**src/rtl/aftab_ir_fetch.sv**
```systemverilog
// AFTAB instruction fetch / IR stage: fetches one word at pc and latches it,
// exposing IR fields and immediate-format selects (selects decoded only with AFTAB_IMM_SEL_DECODE_EN).
module aftab_ir_fetch #(
  parameter int size    = 32,
  parameter int TIMEOUT = 255
) (
  input  logic            clk,
  input  logic            rst,
  input  logic            startFetch,
  input  logic            flush,
  input  logic [size-1:0] pc,
  input  logic            memReady,
  input  logic [size-1:0] memDataIn,
  output logic            memRead,
  output logic [size-1:0] memAddr,
  output logic            irValid,
  output logic            fetchBusy,
  output logic            misalignErr,
  output logic            timeoutErr,
  output logic            IR7,
  output logic            IR20,
  output logic            IR31,
  output logic [3:0]      IR11_8,
  output logic [7:0]      IR19_12,
  output logic [3:0]      IR24_21,
  output logic [5:0]      IR30_25,
  output logic [6:0]      opcode,
  output logic [4:0]      rd,
  output logic [4:0]      rs1,
  output logic [4:0]      rs2,
  output logic [2:0]      funct3,
  output logic [6:0]      funct7,
  output logic            selI,
  output logic            selS,
  output logic            selBUJ,
  output logic            selIJ,
  output logic            selSB,
  output logic            selU,
  output logic            selISBJ,
  output logic            selIS,
  output logic            selB,
  output logic            selJ,
  output logic            selISB,
  output logic            selUJ,
  output logic            illegalOp
);

  typedef enum logic [1:0] {IDLE, WAIT, VALID} state_t;

  localparam logic [7:0]      TIMEOUT_CNT = 8'(TIMEOUT);
  localparam logic [size-1:0] NOP_INSTR   = 32'h0000_0013;

  state_t          state;
  logic [7:0]      wait_cnt;
  logic [size-1:0] ir;
  logic            accept;

  // A word is captured only when memory answers in WAIT and no flush overrides it.
  assign accept = (state == WAIT) && memReady && !flush;

  always_ff @(posedge clk or negedge rst) begin
    if (!rst) begin
      state       <= IDLE;
      wait_cnt    <= 8'd0;
      ir          <= NOP_INSTR;
      memRead     <= 1'b0;
      memAddr     <= '0;
      irValid     <= 1'b0;
      fetchBusy   <= 1'b0;
      misalignErr <= 1'b0;
      timeoutErr  <= 1'b0;
    end else begin
      misalignErr <= 1'b0;
      timeoutErr  <= 1'b0;
      if (flush) begin
        state     <= IDLE;
        memRead   <= 1'b0;
        fetchBusy <= 1'b0;
        irValid   <= 1'b0;
      end else begin
        case (state)
          IDLE, VALID: begin
            if (startFetch) begin
              irValid <= 1'b0;
              if (pc[1:0] == 2'b00) begin
                state     <= WAIT;
                memRead   <= 1'b1;
                fetchBusy <= 1'b1;
                memAddr   <= pc;
                wait_cnt  <= 8'd0;
              end else begin
                state       <= IDLE;
                misalignErr <= 1'b1;
              end
            end
          end
          WAIT: begin
            if (memReady) begin
              ir        <= memDataIn;
              state     <= VALID;
              memRead   <= 1'b0;
              fetchBusy <= 1'b0;
              irValid   <= 1'b1;
            end else if (wait_cnt + 8'd1 == TIMEOUT_CNT) begin
              // memRead has now been high for exactly TIMEOUT cycles
              timeoutErr <= 1'b1;
              state      <= IDLE;
              memRead    <= 1'b0;
              fetchBusy  <= 1'b0;
            end else begin
              wait_cnt <= wait_cnt + 8'd1;
            end
          end
          default: begin
            state     <= IDLE;
            memRead   <= 1'b0;
            fetchBusy <= 1'b0;
            irValid   <= 1'b0;
          end
        endcase
      end
    end
  end

  assign opcode  = ir[6:0];
  assign rd      = ir[11:7];
  assign funct3  = ir[14:12];
  assign rs1     = ir[19:15];
  assign rs2     = ir[24:20];
  assign funct7  = ir[31:25];
  assign IR7     = ir[7];
  assign IR11_8  = ir[11:8];
  assign IR19_12 = ir[19:12];
  assign IR20    = ir[20];
  assign IR24_21 = ir[24:21];
  assign IR30_25 = ir[30:25];
  assign IR31    = ir[31];

`ifdef AFTAB_IMM_SEL_DECODE_EN
  // Bit order: {illegal, UJ, ISB, IS, ISBJ, SB, IJ, BUJ, J, B, U, S, I}
  function automatic logic [12:0] sel_decode(input logic [6:0] op);
    logic f_i, f_s, f_b, f_u, f_j, f_r;
    f_i = 1'b0; f_s = 1'b0; f_b = 1'b0; f_u = 1'b0; f_j = 1'b0; f_r = 1'b0;
    case (op)
      7'b0000011, 7'b0010011, 7'b1100111, 7'b1110011: f_i = 1'b1;
      7'b0100011:                                     f_s = 1'b1;
      7'b1100011:                                     f_b = 1'b1;
      7'b0110111, 7'b0010111:                         f_u = 1'b1;
      7'b1101111:                                     f_j = 1'b1;
      7'b0110011:                                     f_r = 1'b1;
      default: ;
    endcase
    return {~(f_i | f_s | f_b | f_u | f_j | f_r),
            f_u | f_j,
            f_i | f_s | f_b,
            f_i | f_s,
            f_i | f_s | f_b | f_j,
            f_s | f_b,
            f_i | f_j,
            f_b | f_u | f_j,
            f_j, f_b, f_u, f_s, f_i};
  endfunction

  logic [12:0] sel_q;

  always_ff @(posedge clk or negedge rst) begin
    if (!rst) begin
      sel_q <= sel_decode(NOP_INSTR[6:0]);
    end else if (accept) begin
      sel_q <= sel_decode(memDataIn[6:0]);
    end
  end

  assign selI      = sel_q[0];
  assign selS      = sel_q[1];
  assign selU      = sel_q[2];
  assign selB      = sel_q[3];
  assign selJ      = sel_q[4];
  assign selBUJ    = sel_q[5];
  assign selIJ     = sel_q[6];
  assign selSB     = sel_q[7];
  assign selISBJ   = sel_q[8];
  assign selIS     = sel_q[9];
  assign selISB    = sel_q[10];
  assign selUJ     = sel_q[11];
  assign illegalOp = sel_q[12];
`else
  // The controller drives immediate selects itself in this build.
  logic unused_accept;
  assign unused_accept = accept;
  assign selI      = 1'b0;
  assign selS      = 1'b0;
  assign selU      = 1'b0;
  assign selB      = 1'b0;
  assign selJ      = 1'b0;
  assign selBUJ    = 1'b0;
  assign selIJ     = 1'b0;
  assign selSB     = 1'b0;
  assign selISBJ   = 1'b0;
  assign selIS     = 1'b0;
  assign selISB    = 1'b0;
  assign selUJ     = 1'b0;
  assign illegalOp = 1'b0;
`endif

endmodule

```
**config.mk**
```make
export PLATFORM = sky130hd
export DESIGN_NAME = aftab_ir_fetch
export DESIGN_NICKNAME = d
export VERILOG_FILES = /design/src/rtl/aftab_ir_fetch.sv
export SDC_FILE = /design/constraint.sdc
export NUM_CORES = 1
export LEC_CHECK = 0
export ABC_AREA = 1
export ABC_CLOCK_PERIOD_IN_PS = 1900
export CAP_MARGIN = 30
export CORE_MARGIN = 2
export CORE_UTILIZATION = 41
export CTS_CLUSTER_DIAMETER = 80
export CTS_CLUSTER_SIZE = 10
export DETAILED_ROUTE_END_ITERATION = 8
export PLACE_DENSITY_LB_ADDON = 0.15
export REMOVE_ABC_BUFFERS = 1
export SLEW_MARGIN = 20
export SYNTH_ARGS = -nofsm -noshare
export SYNTH_HDL_FRONTEND = slang
export SYNTH_SLANG_ARGS = --single-unit
```
**constraint.sdc**
```tcl
create_clock -name clk -period 1.9 [get_ports clk]
set_input_delay 0.19 -clock clk [delete_from_list [all_inputs] [get_ports clk]]
set_output_delay 0.19 -clock clk [all_outputs]
set_load 0.02 [all_outputs]
```
# Word-level counts from Yosys, hierarchy flattened

Cells that the tools add are included.

Bitwise operators: 1
Multiplexer cells: 29
Eq/ne operators: 11
$add $sub $neg: 1
Reduce and logical (&&, ||, !) cells: 10

Operators with widths:

| kind                                                            | number |
|---|---|
| 8-bit 2-to-1 mux                                                | 4 |
| 1-bit 2-to-1 mux                                                | 17 |
| 8-bit case mux with 2 select lines                              | 1 |
| 3-bit != test, second input constant                            | 3 |
| 8-bit by 1-bit adder with 8-bit output, second input constant   | 1 |
| 8-bit == test, second input constant                            | 1 |
| 2-bit 2-to-1 mux                                                | 4 |
| 2-bit != test, second input constant                            | 4 |
| 3-bit AND reduction                                             | 2 |
| 6-bit AND reduction                                             | 1 |
| 2-bit zero test                                                 | 2 |
| 4-bit by 3-bit != test with 1-bit output, second input constant | 1 |
| 1-bit case mux with 2 select lines                              | 2 |
| 2-bit case mux with 2 select lines                              | 1 |
| 2-bit AND reduction                                             | 2 |
| 4-bit AND reduction                                             | 1 |
| 2-bit by 1-bit == test with 1-bit output, second input constant | 1 |
| 2-bit == test, second input constant                            | 1 |
| 2-bit nonzero test                                              | 1 |
| 2-bit OR reduction                                              | 1 |
| 1-bit NOT                                                       | 1 |

Bits of input ports: 69
Word-level logic and storage cells: 60
Output and inout bits: 107
Register bits: 78

# Longest topological paths before layout

Gate-level depths: netlist of the first run.

Word-level depth: 6
Depth in mapped cells: 12

# Worst setup path before layout of the first run

OpenSTA, ideal clock, no wires.

Path kind: flip-flop to flip-flop
Start: register wait_cnt[0]
End: register wait_cnt[2]
Library setup time: 0.117 ns
Arrival: 1.425 ns
Slack: 0.358 ns
Required time: 1.783 ns
Buffers on the path: 0
Stages on the path, launching flop included: 11
Cells stage by stage: dfrtp_1 ha_1 nand3_1 o21bai_1 nand2_1 nor2_2 nand2_2 nand2_4 nand2_4 nand2_1 nand2_1

Longest elaborated chain between the ends: 4
Elaborated cells on any way between the ends: 7

Ends and longest elaborated chain:

| item                                                                                | RTL line | RTL |
|---|---|---|
| start, declared                                                                     | 54       | `logic [7:0] wait_cnt;` |
| start signal, assigned                                                              | 111      | `wait_cnt <= wait_cnt + 8'd1;` |
| 8-bit by 1-bit adder with 8-bit output (*)                                          | 104, 111 |  |
| 8-bit == test or 8-bit 2-to-1 mux (tied branches)                                   | 104      | `end else if (wait_cnt + 8'd1 == TIMEOUT_CNT) begin` |
| 2-bit != test (no line) or 8-bit 2-to-1 mux (tied branches)                         | -        |  |
| 6-bit AND reduction (no line) or 8-bit case mux with 2 select lines (tied branches) | -        |  |

Every way passes the cells marked *; elsewhere a longest branch is shown, timed or not. The select of a mux whose other input is x is not followed.
A chain may end at the register's enable or synchronous reset.

# Worst setup path after layout of the first run

Start: register ir[0]
End: output opcode[0]

RTL lines:

| item                   | RTL line | RTL |
|---|---|---|
| start, declared        | 55       | `logic [size-1:0] ir;` |
| start signal, assigned | 99       | `ir <= memDataIn;` |
| end, declared          | 27       | `output logic [6:0] opcode,` |

No word-level cell between the ends.

==> impl_metrics.py, run 1 <==
metrics = {
    "worst_setup_path": {
        "critPathArrivalTime_ps": 1500,
        "cp_slowest_cell": "clkdlybuf4s50_1",
        "combined_buffer_and_inverter_count_along_the_critical_path": 1,
        "setup.worst_path.start_class": "flop",
        "setup.reg_to_reg.worst_slack_ps": 210,
        "regToRegStartpoint": "wait_cnt[0]$_DFFE_PN0P_",
        "timing.reg2reg.worst_path_depth": 10,
        "ws_path_type": "flop to primary output",
        "timing.critical_path.max_delay_family": "buffers and inverters",
        "endpoint_kind": "primary output",
        "worstPathMaxFanout": 2,
        "critical_path_required_ps": 1710,
        "critical_path.max_stage_delay_ps": 640,
        "path_cells": "clkdlybuf4s50_1",
        "regToRegEndpoint": "wait_cnt[6]$_DFFE_PN0P_",
    },
    "clocking": {
        "max_h_tree_level": 3,
        "clk_pin_slew_worst_paths_ps": 90,
        "ctsRootBufferMaster": "clkbuf_8",
        "cts.repair.resized": 0,
        "clock_insertion_delay_worst_skew_ps": 340,
        "clock_tree_from_tritoncts": "done",
        "cts_sink_count": 78,
        "cts_inserted_buffers": 9,
        "clock_path_buffers": 2,
    },
    "die": {
        "die_height_um": 97.3,
        "row_count": 34,
        "die-width_um": 97.3,
        "die_area_mm2": 0.00946,
        "effective_utilization_at_floorplan_pct": 41.5,
        "io_pins": 176,
        "core_area_mm2": 0.00859,
    },
    "detailed_routing": {
        "route.antenna.remaining_nets": 0,
        "initialDrtViolationCount": 71,
        "vias_per_cell": 4.60,
        "detailed_routing_iteration_count_for_the_pre_antenna_repair_pass": 4,
        "drc": 0,
        "vias": 2829,
        "totalWireLength_um": 8330,
        "wl_per_cell_um": 13.5,
    },
    "power": {
        "internal_power_mw": 3.67,
        "p_seq_share_pct": 40.1,
        "cellPowerDensity_mw_per_mm2": 1040,
        "power.combinational.fraction_pct": 38.4,
        "switching_share_of_power_pct": 33.6,
        "static-leakage-power_nw": 2.43,
        "p_switching_mw": 1.86,
        "vdd.ir_drop.worst_v": 0.000622,
        "clock_power_share_pct": 21.5,
    },
    "sta": {
        "slew_headroom_pct": 63.5,
        "upper_clock_frequency_limit_mhz": 591,
        "finalWorstSetupSlack_ps": 208,
        "fin_crit_sh_pct": 89.0,
        "rsz0062_at_grt": "no",
        "worst_pin_slew_ps": 547,
        "post-route-min-period_ps": 1690,
        "finalSetupViolCount": 0,
        "timing.final.hold_violations": 0,
        "timing.clock.skew_ps": 12.0,
        "report.final.slew_viol_count": 0,
    },
    "cells_and_area": {
        "fillerInstances": 747,
        "area.growth.synth_to_final_pct": 48.8,
        "finish.instance_area_mm2": 0.00531,
        "final_net_count": 573,
        "share_of_final_layout_standard_cells_stronger_than_drive_strength_1_pct": 15.4,
        "diodes": 0,
    },
    "synthesis": {
        "netlist_instances": 360,
        "xor_xnor_portion_of_the_synthesized_cell_area_pct": 0.246,
        "ys_types": 22,
        "synth_sequential_area_ratio_pct": 54.8,
        "yosys_warnings": 0,
        "combinational_family_with_the_most_area_after_synthesis": "simple AND/OR/NAND/NOR gates",
        "synth_simple_gate_area_share_pct": 22.7,
        "synth_adder_area_share_pct": 0.702,
        "postSynthRegisterBits": 78,
        "multiplexer_share_of_the_synthesized_area_pct": 9.47,
        "total_standard_cell_area_after_synthesis_mm2": 0.00357,
        "synth_compound_gate_area_share_pct": 0.421,
        "syn_area_per_cell_um2": 9.91,
    },
    "placement": {
        "port_buffers": 162,
        "dp_slack_ps": 135,
        "post_dp_hpwl_um": 6000,
        "gp_congestion": 0.777,
        "detailed_place.area_mm2": 0.00510,
    },
    "grt": {
        "grt_max_degree": 44,
        "wire_length_of_the_first_global_routing_pass_um": 13600,
        "first_global_vias": 2787,
        "global_route.usage.total_pct": 17.8,
        "number_of_antenna_violations_at_the_first_check_in_global_routing": 0,
        "globalRoute.totalOverflow": 0,
    },
    "job": {
        "cap_viol_max_count": 0,
    },
    "worst_hold_path": {
        "hold_path_class": "input port to async pin",
    },
    "outcome": {
        "outcome": "completed",
    },
}
==> worst max-delay path by stage <==
stage | from | endpoint | slack (ps) | cells past startpoint
3_5_place_dp | flush | memAddr[27]$_DFFE_PN0P_ | 130 | 5
5_1_grt | wait_cnt[0]$_DFFE_PN0P_ | wait_cnt[2]$_DFFE_PN0P_ | 60 | 12
3_3_place_gp | wait_cnt[1]$_DFFE_PN0P_ | wait_cnt[4]$_DFFE_PN0P_ | 180 | 10
2_1_floorplan | state[0]$_DFFE_PN0P_ | memAddr[10]$_DFFE_PN0P_ | -340 | 3
4_1_cts | wait_cnt[1]$_DFFE_PN0P_ | wait_cnt[0]$_DFFE_PN0P_ | 120 | 10
6_report | ir[0]$_DFFE_PN1P_ | opcode[0] | 210 | 1
==> cells by family (layout without fill, tap and decap cells) <==
group | count (synthesis) | count (layout)
fa+ha+maj | 2 | 2
flops | 78 | 78
simple gates | 182 | 182
compound gates | 2 | 2
other cells | 1 | 13
buf+inv | 64 | 199
xor+xnor | 1 | 1
mux | 30 | 30
==> final cells by class <==
cell class,instances,area [um2],area share (%)
clock buffer,12,165,3.11
timing repair buffer,171,1730,32.5
clock inverter,4,28.8,0.542
sequential,78,1960,36.8
multi-input combinational,230,1250,23.6
inverter,12,45.0,0.849
tap,108,135,2.55
==> per-stage QoR <==
step,hold WS (ps),utilization (%),power (mW),TNS (ps),std cells
4_1_cts,363,61.7,5.60,0,614
5_1_grt,382,61.8,5.81,0,615
6_report,360,61.8,5.52,0,615
2_1_floorplan,-106,-,3.14,-19050,320
3_3_place_gp,217,59.3,4.35,0,597
3_5_place_dp,215,59.3,4.38,0,597
==> timing repair <==
action / CTS / global route
setup buffers: 0 / 1
hold endpoints to repair: 38 / 0
endpoints found under the setup margin: 0 / 3
hold buffers: 1 / 0
==> flip-flops by register name, summed over array words and instances, names as in the netlist <==
name         count
misalignErr      1
ir              32
irValid          1
timeoutErr       1
fetchBusy        1
memAddr         32
wait_cnt         8
state            2
==> cells in the final DEF (no fill, tap or decap) <==
master,n
ha_1,2
nand2_1,103
nor2_2,6
clkinvlp_4,2
mux2_2,30
buf_4,6
buf_12,3
nand3_2,1
dfrtp_1,75
clkinv_2,1
dlygate4sd3_1,1
inv_6,1
inv_1,9
xor2_1,1
conb_1,13
nor3_1,1
nor3_4,1
nand2_4,2
nand2_2,6
o21bai_1,2
nand3b_1,1
clkdlybuf4s50_1,161
nor2_1,15
nand3_1,45
clkbuf_8,12
nor2_4,1
dfstp_2,3
inv_2,3
==> cell usage after synthesis <==
| library cell | count | share of area (%) |
|---|---|---|
| buf_2 | 6 | 0.84 |
| buf_4 | 43 | 9.1 |
| clkbuf_1 | 3 | 0.32 |
| conb_1 | 1 | 0.11 |
| dfrtp_1 | 75 | 53 |
| dfstp_2 | 3 | 2.2 |
| ha_1 | 2 | 0.70 |
| inv_1 | 9 | 0.95 |
| inv_2 | 3 | 0.32 |
| mux2_2 | 30 | 9.5 |
| nand2_1 | 103 | 11 |
| nand2_2 | 6 | 1.1 |
| nand2_4 | 2 | 0.63 |
| nand3_1 | 46 | 6.5 |
| nand3b_1 | 1 | 0.21 |
| nor2_1 | 15 | 1.6 |
| nor2_2 | 6 | 1.1 |
| nor2_4 | 1 | 0.32 |
| nor3_1 | 1 | 0.14 |
| nor3_4 | 1 | 0.46 |
| o21bai_1 | 2 | 0.42 |
| xor2_1 | 1 | 0.25 |
==> power by group through the flow <==
stage               Sequential, mW  Combinational (mW)  Clock, mW
CTS                           2.22                2.14       1.23
finish                        2.21                2.12       1.19
global route                  2.27                2.24       1.30
detailed placement            2.25                2.14          0
floorplan                     2.82               0.322          0
global placement              2.23                2.12          0
==> layer usage <==
metal	routed length [um]	track usage (%)	up-vias
li1	-	-	1380
met1	3330	22.0	1360
met2	4440	30.4	79
met3	437	4.46	10
met4	127	6.52	0
met5	0	0	-
(Power assumes the default switching activity.)
==> run 2, diff against run 1 <==
--- a/config.mk
+++ b/config.mk
@@ -6,13 +6,14 @@
 export NUM_CORES = 1
 export LEC_CHECK = 0
 export ABC_AREA = 1
-export ABC_CLOCK_PERIOD_IN_PS = 1900
+export ABC_CLOCK_PERIOD_IN_PS = 1600
 export CAP_MARGIN = 30
 export CORE_MARGIN = 2
 export CORE_UTILIZATION = 41
 export CTS_CLUSTER_DIAMETER = 80
 export CTS_CLUSTER_SIZE = 10
 export DETAILED_ROUTE_END_ITERATION = 8
+export MAX_ROUTING_LAYER = met4
 export PLACE_DENSITY_LB_ADDON = 0.15
 export REMOVE_ABC_BUFFERS = 1
 export SLEW_MARGIN = 20
==> constraint.sdc (replaced) <==
create_clock -name clk -period 1.6 [get_ports clk]
set_input_delay 0.16 -clock clk [delete_from_list [all_inputs] [get_ports clk]]
set_output_delay 0.16 -clock clk [all_outputs]
set_load 0.02 [all_outputs]
==> run 2 against run 1 <==
Compared with the run above: the flow now finishes with violations (setup timing); worst hold slack worse by 130 ps; count of clock-buffer cells in the layout down 3; via count up 4.0%; clock power up 22%; clock skew down 1.9 ps; sequential share of layout area down 0.88 points; largest cell class unchanged; wire length up 4.3%; largest power group unchanged; combinational power up 19%; worst setup slack worse by 290 ps.
==> impl_metrics.py, run 2 (synthesis results as in run 1) <==
metrics = {
    "detailed_routing": {
        "vias_per_cell": 4.70,
        "vias": 2943,
        "detailed_routing_iteration_count_for_the_pre_antenna_repair_pass": 4,
        "initialDrtViolationCount": 107,
        "wl_per_cell_um": 13.9,
        "totalWireLength_um": 8690,
        "drc": 0,
        "route.antenna.remaining_nets": 0,
    },
    "worst_setup_path": {
        "timing.reg2reg.worst_path_depth": 10,
        "setup.reg_to_reg.worst_slack_ps": -80,
        "endpoint_kind": "flop",
        "critPathArrivalTime_ps": 1920,
        "regToRegStartpoint": "wait_cnt[0]$_DFFE_PN0P_",
        "worst_setup_path_startpoint": "wait_cnt[0]$_DFFE_PN0P_",
        "ws_path_type": "flop to flop",
        "worstPathMaxFanout": 9,
        "regToRegEndpoint": "wait_cnt[2]$_DFFE_PN0P_",
        "setup.worst_path.start_class": "flop",
        "critical_path_required_ps": 1840,
        "setup.worst_path.end": "wait_cnt[2]$_DFFE_PN0P_",
    },
    "placement": {
        "detailed_place.area_mm2": 0.00520,
        "post_dp_hpwl_um": 6110,
        "gp_congestion": 0.807,
        "port_buffers": 162,
    },
    "cells_and_area": {
        "commonest_cells_after_routing_fill_and_taps_aside": "clkdlybuf4s50_1, nand2_1, dfrtp_1, nand3_1, mux2_2",
        "regArea_mm2": 0.00196,
        "finish.instance_area_mm2": 0.00544,
        "largestRegisters": "ir (32), memAddr (32), wait_cnt (8)",
        "diodes": 0,
        "mostFrequentLayoutCell": "clkdlybuf4s50_1",
        "share_of_final_layout_standard_cells_stronger_than_drive_strength_1_pct": 17.4,
        "area.growth.synth_to_final_pct": 52.5,
        "fillerInstances": 713,
        "final_net_count": 585,
        "finalCoreUtilization_pct": 63.3,
        "multi_input_area_mm2": 0.00126,
    },
    "clocking": {
        "clock_tree_from_tritoncts": "done",
        "ctsRootBufferMaster": "clkbuf_8",
        "clk_pin_slew_worst_paths_ps": 80,
        "cts_inserted_buffers": 9,
        "cts_sink_count": 78,
        "clock_path_buffers": 2,
        "max_h_tree_level": 3,
        "clock_insertion_delay_worst_skew_ps": 350,
    },
    "job": {
        "cap_viol_max_count": 0,
    },
    "grt": {
        "number_of_antenna_violations_at_the_first_check_in_global_routing": 0,
        "grt_max_degree": 60,
        "wire_length_of_the_first_global_routing_pass_um": 13900,
        "globalRoute.totalOverflow": 0,
        "first_global_vias": 2908,
        "global_route.usage.total_pct": 18.8,
    },
    "sta": {
        "finalSetupViolCount": 10,
        "rsz0062_at_grt": "yes",
        "upper_clock_frequency_limit_mhz": 594,
        "report.final.slew_viol_count": 0,
        "hold-worst-slack_ps": 228,
        "fin_crit_sh_pct": 105,
        "post-route-min-period_ps": 1680,
        "timing.clock.skew_ps": 10.0,
        "timing.final.hold_violations": 0,
        "finalWorstSetupSlack_ps": -82.1,
    },
    "outcome": {
        "outcome": "finished with violations",
        "failed_checks": "setup timing",
    },
    "power": {
        "clock_power_share_pct": 21.9,
        "switching_share_of_power_pct": 33.8,
        "vdd.ir_drop.worst_v": 0.000712,
        "power.combinational.fraction_pct": 38.4,
        "p_seq_share_pct": 39.7,
        "internal_power_mw": 4.37,
        "static-leakage-power_nw": 2.50,
        "cellPowerDensity_mw_per_mm2": 1210,
        "p_switching_mw": 2.23,
    },
    "die": {
        "die_height_um": 97.3,
        "io_pins": 176,
        "row_count": 34,
        "core_area_mm2": 0.00859,
        "die_area_mm2": 0.00946,
        "die-width_um": 97.3,
        "effective_utilization_at_floorplan_pct": 41.5,
    },
    "worst_hold_path": {
        "hold_path_class": "input port to async pin",
    },
}
## run 2: changes by cell type in the layout (fill, tap and decap cells not counted), sizes merged, moves of 2 or more
cell / delta
clkbuf: -3
clkinv: +2
buf: +12
clkdlybuf4s50: -3
dlygate4sd2: +3
## run 2: repair_timing
| item | CTS | global route |
|---|---|---|
| setup endpoints to repair | 12 | 11 |
| hold endpoints to repair | 19 | 0 |
| hold buffers | 1 | 0 |
| cloned | 0 | 0 |
| pin swaps | 2 | 0 |
| buffers inserted | 1 | 3 |
| resized for setup | 5 | 1 |
## run 2: how the worst min path moves through the flow
stage | to | slack, ps | cells past startpoint
4_1_cts | ir[11]$_DFFE_PN0P_ | 230 | 2
5_1_grt | ir[11]$_DFFE_PN0P_ | 250 | 2
3_3_place_gp | ir[11]$_DFFE_PN0P_ | 60 | 1
3_5_place_dp | ir[11]$_DFFE_PN0P_ | 70 | 1
6_report | ir[11]$_DFFE_PN0P_ | 230 | 2
2_1_floorplan | fetchBusy$_DFFE_PN0P_ | -140 | 0
## run 2: stage by stage
step / worst slack, ps / setup TNS, ps / total power, mW / std cells
5_1_grt: -211 / -1950 / 6.92 / 626
6_report: -82.1 / -653 / 6.60 / 626
3_3_place_gp: -3.95 / -52.8 / 5.18 / 606
3_5_place_dp: -36.8 / -220 / 5.23 / 606
4_1_cts: -12.3 / -35.0 / 6.67 / 623
2_1_floorplan: -640 / -41820 / 3.73 / 320
## run 2: worst max-delay path, cell delays in order, from the launching register on
cell	delay [ps]
dfrtp_1	400
ha_2	210
nand3_1	120
o21bai_1	180
nand2_1	140
nor2_4	110
nand2_2	80
nand2_4	110
nand2_4	100
nand2_1	90
nand2_1	40
## run 2: per-layer routing
metal	up-vias	part of all wire (%)	GRT usage, %
met1	1436	40	22.2
met3	11	4.6	4.10
met2	93	54	32.1
met5	-	0	-
li1	1403	-	-
met4	0	1.5	6.41
## run 2: final cells by class
class	count	area share (%)
Clock buffer	9	2.28
Tap cell	108	2.49
Multi-Input combinational cell	230	23.2
Sequential cell	78	36.0
Inverter	12	0.828
Clock inverter	6	1.17
Timing Repair Buffer	183	34.0
## run 2: power by group through the flow
stage	clock, mW	sequential [mW]	combinational [mW]
finish	1.45	2.62	2.53
global route	1.58	2.68	2.66
global placement	0	2.65	2.53
CTS	1.48	2.63	2.56
floorplan	0	3.35	0.382
detailed placement	0	2.66	2.56
==> run 3, diff against run 2 <==
--- a/config.mk
+++ b/config.mk
@@ -9,7 +9,8 @@
 export ABC_CLOCK_PERIOD_IN_PS = 1600
 export CAP_MARGIN = 30
 export CORE_MARGIN = 2
-export CORE_UTILIZATION = 41
+export CORE_UTILIZATION = 42
+export CTS_BUF_LIST = sky130_fd_sc_hd__clkbuf_2
 export CTS_CLUSTER_DIAMETER = 80
 export CTS_CLUSTER_SIZE = 10
 export DETAILED_ROUTE_END_ITERATION = 8
==> run 3 against run 2 <==
Compared with the run above: the run still ends with setup timing left; sequential share of layout area hardly changed; worst setup slack worse by 2.3 ps; non-clock buffer count is 4 higher; utilization is 2.9 points higher; power is 6.6% lower; cell count is 0.32% higher; count of clock-buffer cells in the layout stayed put; wire length is 1.9% higher; die area is 2.3% lower; register-to-register slack hardly changed; highest routed layer unchanged.
==> impl_metrics.py, run 3 (synthesis results as in run 1) <==
metrics = {
    "power": {
        "overall_power_after_layout_mw": 6.17,
        "p_seq_share_pct": 42.3,
        "p_switching_mw": 2.20,
        "vdd.ir_drop.worst_v": 0.000678,
        "clock_power_share_pct": 22.7,
        "power.combinational.fraction_pct": 35.0,
        "static-leakage-power_nw": 2.79,
        "cellPowerDensity_mw_per_mm2": 1130,
        "internal_power_mw": 3.97,
        "switching_share_of_power_pct": 35.7,
    },
    "die": {
        "io_pins": 176,
        "die_area_mm2": 0.00924,
        "die_height_um": 96.1,
        "die-width_um": 96.1,
        "core_area_mm2": 0.00822,
        "row_count": 33,
        "effective_utilization_at_floorplan_pct": 43.4,
    },
    "sta": {
        "worst_pin_slew_ps": 508,
        "finalSetupViolCount": 11,
        "timing.clock.skew_ps": 25.4,
        "timing.final.hold_violations": 0,
        "upper_clock_frequency_limit_mhz": 594,
        "report.final.slew_viol_count": 0,
        "tns_ps": -609,
        "fin_crit_sh_pct": 105,
        "slew_headroom_pct": 66.1,
        "rsz0062_at_grt": "yes",
        "post-route-min-period_ps": 1680,
        "finalWorstSetupSlack_ps": -84.4,
    },
    "grt": {
        "top_usage_layer": "met2",
        "first_global_vias": 2912,
        "groute.layer.met1.usage_pct": 22.8,
        "number_of_antenna_violations_at_the_first_check_in_global_routing": 0,
        "global_route.usage.met2_pct": 33.4,
        "grt_util_met3_pct": 3.60,
        "grt_max_degree": 38,
        "global_route.usage.total_pct": 19.7,
        "wire_length_of_the_first_global_routing_pass_um": 13500,
        "globalRoute.totalOverflow": 0,
    },
    "cells_and_area": {
        "share_of_final_layout_standard_cells_stronger_than_drive_strength_1_pct": 20.8,
        "fillerInstances": 708,
        "area.growth.synth_to_final_pct": 52.5,
        "commonest_cells_after_routing_fill_and_taps_aside": "nand2_1, dlygate4sd2_1, dfrtp_1, clkdlybuf4s50_1, nand3_1",
        "post_layout_nonfiller_instances": 628,
        "finish.instance_area_mm2": 0.00544,
        "mostFrequentLayoutCell": "nand2_1",
        "largestRegisters": "ir (32), memAddr (32), wait_cnt (8)",
        "diodes": 0,
        "final_net_count": 589,
    },
    "worst_hold_path": {
        "hold_path_class": "input port to async pin",
    },
    "worst_setup_path": {
        "regToRegStartpoint": "wait_cnt[0]$_DFFE_PN0P_",
        "endpoint_kind": "flop",
        "critical_path.max_stage_delay_ps": 500,
        "ws_path_type": "flop to flop",
        "timing.critical_path.max_delay_family": "simple AND/OR/NAND/NOR gates",
        "path_cells": "inv_2, ha_4, nand2_2, nor2_4, nand3_2, nor2_4, nand2_2, nand2_4, buf_12, nand3_2, nand2_1",
        "setup.worst_path.start_class": "flop",
        "critical_path_required_ps": 2060,
        "worstPathMaxFanout": 8,
        "critPathArrivalTime_ps": 2140,
        "cp_slowest_cell": "dfrtp_2",
        "worst_setup_path_startpoint": "wait_cnt[0]$_DFFE_PN0P_",
        "combined_buffer_and_inverter_count_along_the_critical_path": 2,
    },
    "detailed_routing": {
        "wl_per_cell_um": 14.1,
        "vias_per_cell": 4.71,
        "drc": 0,
        "vias": 2956,
        "detailed_routing_iteration_count_for_the_pre_antenna_repair_pass": 4,
        "route.antenna.remaining_nets": 0,
        "totalWireLength_um": 8860,
        "initialDrtViolationCount": 95,
    },
    "clocking": {
        "cts_sink_count": 78,
        "cts_inserted_buffers": 9,
        "max_h_tree_level": 3,
        "clk_pin_slew_worst_paths_ps": 240,
        "ctsRootBufferMaster": "clkbuf_2",
        "clock_tree_from_tritoncts": "done",
        "clock_insertion_delay_worst_skew_ps": 510,
        "clock_path_buffers": 2,
    },
    "placement": {
        "port_buffers": 162,
        "post_dp_hpwl_um": 6210,
        "gp_congestion": 0.789,
        "detailed_place.area_mm2": 0.00523,
        "dpl.cell_count": 605,
        "dp_slack_ps": -58.7,
    },
    "outcome": {
        "outcome": "finished with violations",
        "failed_checks": "setup timing",
    },
    "job": {
        "cap_viol_max_count": 0,
    },
}
==> run 3: cell types whose count changed in the layout (fill, tap and decap cells not counted), moves of 3 or more <==
cell,before,now
nand3_2,1,5
clkdlybuf4s50_1,158,67
nand2_1,103,100
clkbuf_2,0,12
clkbuf_8,9,0
nand2_2,6,9
nand3_1,45,41
dlygate4sd2_1,3,91
==> run 3: power groups by stage <==
stage                     clock, mW  sequential [mW]  combinational [mW]
after floorplan                   0             3.35               0.382
after global placement            0             2.66                2.54
after detailed placement          0             2.67                2.56
after CTS                      1.43             2.62                2.17
after global routing           1.53             2.67                2.31
final                          1.40             2.61                2.16
==> run 3: area by class of cell <==
| type | instances | area, um2 | share of cell area, % |
|---|---|---|---|
| clock buffer | 9 | 45.0 | 0.828 |
| clock inverter | 7 | 121 | 2.23 |
| inverter | 12 | 47.5 | 0.874 |
| multi-input combinational | 230 | 1330 | 24.5 |
| sequential | 78 | 1960 | 36.0 |
| tap | 105 | 131 | 2.42 |
| timing repair buffer | 187 | 1800 | 33.1 |
==> run 3: path summary, 6_finish.rpt <==
| check | endpoint | slack (ps) | cells past startpoint |
|---|---|---|---|
| worst max-delay path | wait_cnt[3]$_DFFE_PN0P_ | -80 | 11 |
| worst min-delay path | ir[13]$_DFFE_PN0P_ | 130 | 2 |
| worst max register to register | wait_cnt[3]$_DFFE_PN0P_ | -80 | 11 |
| worst min register to register | ir[1]$_DFFE_PN1P_ | 480 | 2 |
| max in group asynchronous | memAddr[8]$_DFFE_PN0P_ | 950 | 3 |
| min in group clk | ir[0]$_DFFE_PN1P_ | 150 | 3 |
==> run 3: timing repair <==
action | CTS | global route
gates resized for setup | 101 | 18
hold endpoints to repair | 78 | 0
setup endpoints to repair | 104 | 28
buffers inserted | 1 | 3
pin swaps | 7 | 8
cloned | 0 | 2
hold buffers | 1 | 0
==> run 3: per-stage QoR <==
step,hold WS [ps],util [%]
4_1_cts,117,64.7
3_3_place_gp,161,63.6
5_1_grt,120,66.2
6_report,128,66.2
3_5_place_dp,162,63.6
2_1_floorplan,-136,-
==> run 3: routing by layer <==
layer / wire (um) / vias to the layer above
met2: 4750 / 89
met4: 201 / 0
met5: 0 / -
li1: - / 1414
met1: 3550 / 1438
met3: 355 / 15
==> run 3: worst register-to-register path, stage by stage, from the launching register on <==
cell,delay (ps)
dfrtp_2,500
inv_2,140
ha_4,150
nand2_2,60
nor2_4,100
nand3_2,90
nor2_4,140
nand2_2,80
nand2_4,110
buf_12,130
nand3_2,60
nand2_1,70
